**config.mk**
```make
export PLATFORM = sky130hd
export DESIGN_NAME = crc32_step12
export DESIGN_NICKNAME = d
export VERILOG_FILES = /design/src/rtl/vga_frame_checker_pkg.sv /design/src/rtl/crc32_step12.sv
export SDC_FILE = /design/constraint.sdc
export NUM_CORES = 1
export LEC_CHECK = 0
export ABC_CLOCK_PERIOD_IN_PS = 3800
export BUFFER_PORTS_ARGS = -buffer_cell sky130_fd_sc_hd__buf_2
export CORE_MARGIN = 8
export CORE_UTILIZATION = 50
export DETAILED_ROUTE_END_ITERATION = 7
export PLACE_DENSITY = 0.92
export SLEW_MARGIN = 20
export SYNTH_ARGS = -nofsm -noshare
export SYNTH_HDL_FRONTEND = slang
export SYNTH_SLANG_ARGS = --single-unit
```
**constraint.sdc**
```tcl
create_clock -name vclk -period 3.8
set_input_delay 0.19 -clock vclk [all_inputs]
set_output_delay 0.19 -clock vclk [all_outputs]
set_load 0.05 [all_outputs]
```
**src/rtl/vga_frame_checker_pkg.sv**
```systemverilog
// Shared constants for the VGA frame checker: CRC-32 parameters and FSM encoding.
package vga_frame_checker_pkg;
   localparam logic [31:0] CRC_POLY   = 32'h04C11DB7;
   localparam logic [31:0] CRC_INIT   = 32'hFFFFFFFF;
   localparam logic [31:0] CRC_XOROUT = 32'hFFFFFFFF;

   localparam logic [0:0] WAIT_SYNC = 1'b0;
   localparam logic [0:0] CAPTURE   = 1'b1;
endpackage

```
**src/rtl/crc32_step12.sv**
```systemverilog
// Combinational CRC-32 advance by one 12-bit word, MSB first, non-reflected.
module crc32_step12
   import vga_frame_checker_pkg::*;
(
   input  logic [31:0] crc,
   input  logic [11:0] data,
   output logic [31:0] crc_next
);

   logic [31:0] c;

   always_comb begin
      c = crc;
      for (int i = 11; i >= 0; i--) begin
         if (c[31] ^ data[i])
            c = {c[30:0], 1'b0} ^ CRC_POLY;
         else
            c = {c[30:0], 1'b0};
      end
      crc_next = c;
   end

endmodule

```
==> impl_metrics.ini, run 1 <==
[global_route]
overflow = 0
antenna_found_initial = 0
grt_use_total_pct = 13.9
grt_pass1_wl_microns = 4950
grt_max_degree = 10
grt_pass1_vias = 1050

[setup_path]
cp.arrival_ns = 2.30
end_kind = primary output
cp_max_fo = 5
crit_slowest_cell = xnor3_2
critPathTopFamily = XOR/XNOR gates
crit_buf_inv = 2
start_kind = input port
worstPathCellList = buf_2, xnor2_2, xnor3_2, xnor3_2, xor3_1, buf_2
path_class = in -> out
slowest_delay_ns = 0.57
cp.required_ns = 3.61

[synth]
synthCells = 96
syn-cell-area_sq_mm = 0.00126
synthTopCellsByArea = xnor2_1 (34%), xnor3_1 (20%), xor2_1 (10%), xnor3_2 (7.5%), xnor2_4 (6.5%)
syn-num-nets = 140
postSynthAreaPerCell_sq_um = 13.2
synth_cell_types = 12
yosys_warnings = 0
synthDominantCellAreaShare_pct = 34.0
ys_seq_area_share_pct = 0
yosys.area.top_type = xnor2_1

[timing]
relSlewSlack_pct = 40.9
max_slew.worst_pin.slew_ns = 0.880
rsz0062_at_grt = no
setup_tns_ns = 0
period_share_pct = 65.6
period_minus_slack_ns = 2.49
final_max_slew_viol_count = 0
fmax_mhz = 401
hold_viol = 0
final-setup-viol-count = 0

[final_layout]
drive_gt1_share_pct = 54.3
clkbuf_count = 0
flops_and_latches = 0
num_antenna_cells = 0
syn_to_final_growth_pct = 33.7
layout.nets = 219
final-seq-area_sq_um = 0

[hold_path]
hold_depth = 3
holdPathEnd = crc_next[19]
hold_path_class = in -> out
min_from = crc[7]

[drt]
vias_per_cell = 4.65
first_iter_violations = 17
ant_nets = 0
drc = 0
vias = 944
post_drt_wl_per_cell_microns = 15.5
wirelength_microns = 3150
first_pass_iters = 2

[placed_design]
gp_congestion = 0.782
dp.final_hpwl_microns = 2800
port_buffers = 76

[run]
drv_cap = 0

[clock_tree]
cts_hold_buf = 0
cts_resized = 0
cts_setup_buffers = 0

[floorplan]
die_h_microns = 66.3
core_area_sq_mm = 0.00243
core.rowCount = 18
die_w_microns = 66.3
die_area_sq_mm = 0.00439
top_level_ports = 76
initial_core_util_pct = 52.0

[outcome]
outcome = completed
==> per-layer routing <==
layer  vias to the layer above  share of wire [%]  GRT usage (%)
met2                        43                 54           27.6
met3                         4                7.8           2.88
met5                         -                  0              0
li1                        462                  -              -
met1                       435                 36           14.7
met4                         0                1.4           1.60
==> cell type report <==
cell class | instances | area (sq um)
Inverter | 1 | 3.75
Timing Repair Buffer | 77 | 388
Tap cell | 30 | 37.5
Multi-Input combinational cell | 95 | 1260
Fill cell | 180 | 743
==> cell usage after synthesis <==
cell     number
xnor2_1      49
xor2_1       15
xnor3_1      11
xnor2_2       5
xnor3_2       4
xnor2_4       3
xor3_1        3
xnor3_4       2
inv_1         1
xor2_2        1
xor2_4        1
xor3_2        1
==> per-stage QoR <==
step	std cells	setup slack, ns	utilization (%)	area (sq um)	hold slack (ns)
2_1_floorplan	96	1.29	-	1260	0.652
3_3_place_gp	203	1.33	69.4	1690	0.721
3_5_place_dp	203	1.30	69.4	1690	0.725
4_1_cts	203	1.29	69.4	1690	0.726
5_1_grt	203	1.23	69.4	1690	0.737
6_report	203	1.31	69.4	1690	0.723
==> cells by family (layout without fill, tap and decap cells) <==
logic type | after synthesis | in the layout | share of synthesized area [%]
buffers and inverters | 1 | 78 | 0.297
XOR/XNOR | 95 | 95 | 99.7
==> how the worst max path moves through the flow <==
| stage | from | end | slack (ns) | depth (start not counted) |
|---|---|---|---|---|
| 6_report | data[8] | crc_next[12] | 1.31 | 6 |
| 5_1_grt | crc[25] | crc_next[7] | 1.23 | 6 |
| 4_1_cts | data[8] | crc_next[12] | 1.29 | 6 |
| 3_5_place_dp | data[8] | crc_next[12] | 1.30 | 6 |
| 3_3_place_gp | data[8] | crc_next[12] | 1.33 | 6 |
| 2_1_floorplan | data[8] | crc_next[9] | 1.29 | 4 |
==> layout by cell type (no fill, tap or decap), drive strengths merged <==
cell type and n:
xor2 17, xnor2 57, xnor3 17, inv 1, buf 77, xor3 4
Power of run 1 is left out: the tool's default activity adds up to more than one toggle a clock period on the data nets, which glitch-free logic cannot reach.
==> inputs of run 2 (changes only) <==
--- a/config.mk
+++ b/config.mk
@@ -5,12 +5,13 @@
 export SDC_FILE = /design/constraint.sdc
 export NUM_CORES = 1
 export LEC_CHECK = 0
-export ABC_CLOCK_PERIOD_IN_PS = 3800
+export ABC_AREA = 1
+export ABC_CLOCK_PERIOD_IN_PS = 2110
 export BUFFER_PORTS_ARGS = -buffer_cell sky130_fd_sc_hd__buf_2
 export CORE_MARGIN = 8
-export CORE_UTILIZATION = 50
+export CORE_UTILIZATION = 46
 export DETAILED_ROUTE_END_ITERATION = 7
-export PLACE_DENSITY = 0.92
+export PLACE_DENSITY = 0.82
 export SLEW_MARGIN = 20
 export SYNTH_ARGS = -nofsm -noshare
 export SYNTH_HDL_FRONTEND = slang
==> constraint.sdc (replaced) <==
create_clock -name vclk -period 2.11
set_input_delay 0.1055 -clock vclk [all_inputs]
set_output_delay 0.1055 -clock vclk [all_outputs]
set_load 0.05 [all_outputs]
==> impl_metrics.ini, run 2 <==
[final_layout]
final_cell_mix = nand2_1 (156), buf_2 (73), xor2_1 (61)
layout.nets = 439
num_antenna_cells = 0
clkbuf_count = 0
flops_and_latches = 0
nFillCells = 384
final_common_cell = nand2_1
syn_to_final_growth_pct = 28.1
fin_area_sq_mm = 0.00227
final-seq-area_sq_um = 0
drive_gt1_share_pct = 29.3

[timing]
hold_viol = 0
rsz0062_at_grt = no
relSlewSlack_pct = 69.6
fin_hold_ws_ns = 0.697
fmax_mhz = 527
period_minus_slack_ns = 1.90
final-setup-viol-count = 0
final_max_slew_viol_count = 0
max_slew.worst_pin.slew_ns = 0.453
period_share_pct = 89.9
layout_setup_ws_ns = 0.214

[synth]
ys_seq_area_share_pct = 0
synth_commonest_cells = nand2_1 (157), xor2_1 (63), inv_1 (40)
synthCells = 313
postSynthAreaPerCell_sq_um = 5.65
synthDominantCellAreaShare_pct = 33.3
syn-num-nets = 357
yosys.area.top_type = nand2_1
synthTopCellsByArea = nand2_1 (33%), xor2_1 (31%), inv_1 (8.5%), xor2_2 (5.5%), xnor2_4 (4.7%)
synth_cell_types = 14
yosys_warnings = 0
synth.most_common_cell = nand2_1
syn-cell-area_sq_mm = 0.00177

[drt]
first_iter_violations = 89
drc = 0
ant_nets = 0
post_drt_wl_per_cell_microns = 10.8
vias = 1937
wirelength_microns = 4770
vias_per_cell = 4.39
first_pass_iters = 4

[setup_path]
cp_max_fo = 7
cp.required_ns = 2.00
path_class = in -> out
start_kind = input port
end_kind = primary output
cp.arrival_ns = 1.79

[placed_design]
post-place-ws_ns = 0.156
gp_congestion = 0.894
dp.final_hpwl_microns = 4290
port_buffers = 76
placed_cell_area_sq_mm = 0.00225

[clock_tree]
cts_hold_buf = 0
cts_resized = 0
cts_setup_buffers = 0

[global_route]
antenna_found_initial = 0
grt_use_total_pct = 15.1
grt_pass1_wl_microns = 8000
grt_max_degree = 10
overflow = 0
grt_pass1_vias = 1820

[floorplan]
die_area_sq_mm = 0.00609
core.rowCount = 22
die_w_microns = 78.0
top_level_ports = 76
die_h_microns = 78.0
initial_core_util_pct = 48.0
core_area_sq_mm = 0.00369

[power]
comb_power_share_pct = 100.0
swShare_pct = 74.2
p_int_mw = 0.569
p_per_area_mw_per_mm2 = 974
peakVddDrop_mv = 0.455
p_clk_share_pct = 0
p_sw_mw = 1.64
seqPwrFrac_pct = 0
power_mw = 2.21
leakage_nw = 1.47

[hold_path]
hold_path_class = in -> out

[outcome]
outcome = completed

[run]
drv_cap = 0
==> run 2: worst max-delay path: stages <==
cell,delay (ns)
buf_2,0.11
inv_1,0.08
nand2_2,0.07
nand2_2,0.14
nand2_1,0.09
nand2_2,0.15
inv_2,0.06
nand2_1,0.05
nand2_1,0.18
nand2_1,0.15
nand2_1,0.12
xnor2_1,0.20
clkbuf_4,0.27
==> run 2: area by class of cell <==
type | count | area, sq um | area share [%]
Timing Repair Buffer | 80 | 418 | 18.4
Multi-Input combinational cell | 267 | 1620 | 71.3
Inverter | 46 | 173 | 7.62
Tap cell | 48 | 60.1 | 2.65
==> run 2: cell families after synthesis <==
| kind of cell | count (synthesis) | share of synthesized area [%] |
|---|---|---|
| AND/OR/NAND/NOR | 188 | 43.9 |
| XOR/XNOR | 79 | 46.3 |
| buffers and inverters | 46 | 9.76 |
==> run 2: power groups by stage <==
stage / clock, mW / sequential, mW / combinational, mW
2_1_floorplan: 0 / 0 / 1.75
3_3_place_gp: 0 / 0 / 2.19
3_5_place_dp: 0 / 0 / 2.21
4_1_cts: 0 / 0 / 2.21
5_1_grt: 0 / 0 / 2.37
6_report: 0 / 0 / 2.21
==> run 2: layer usage <==
metal | part of all wire (%) | track usage, % | vias up
met1 | 43 | 18.6 | 818
met4 | 0.38 | 0.741 | 0
met2 | 50 | 27.7 | 51
li1 | - | - | 1066
met5 | 0 | 0 | -
met3 | 6.7 | 2.62 | 2
==> run 2: stage by stage <==
stage               TNS [ns]  cells  utilization [%]
CTS                        0    441             61.0
finish                     0    441             61.5
global placement           0    441             61.0
detailed placement         0    441             61.0
global route               0    441             61.5
floorplan            -0.0682    313                -
==> run 2: worst paths after layout <==
check                 startpoint           end  slack [ns]  depth (start not counted)
worst max-delay path     crc[31]  crc_next[24]        0.21                         13
worst min-delay path     crc[17]  crc_next[29]        0.70                          4
No activity file was read; power rests on OpenSTA's default activity.
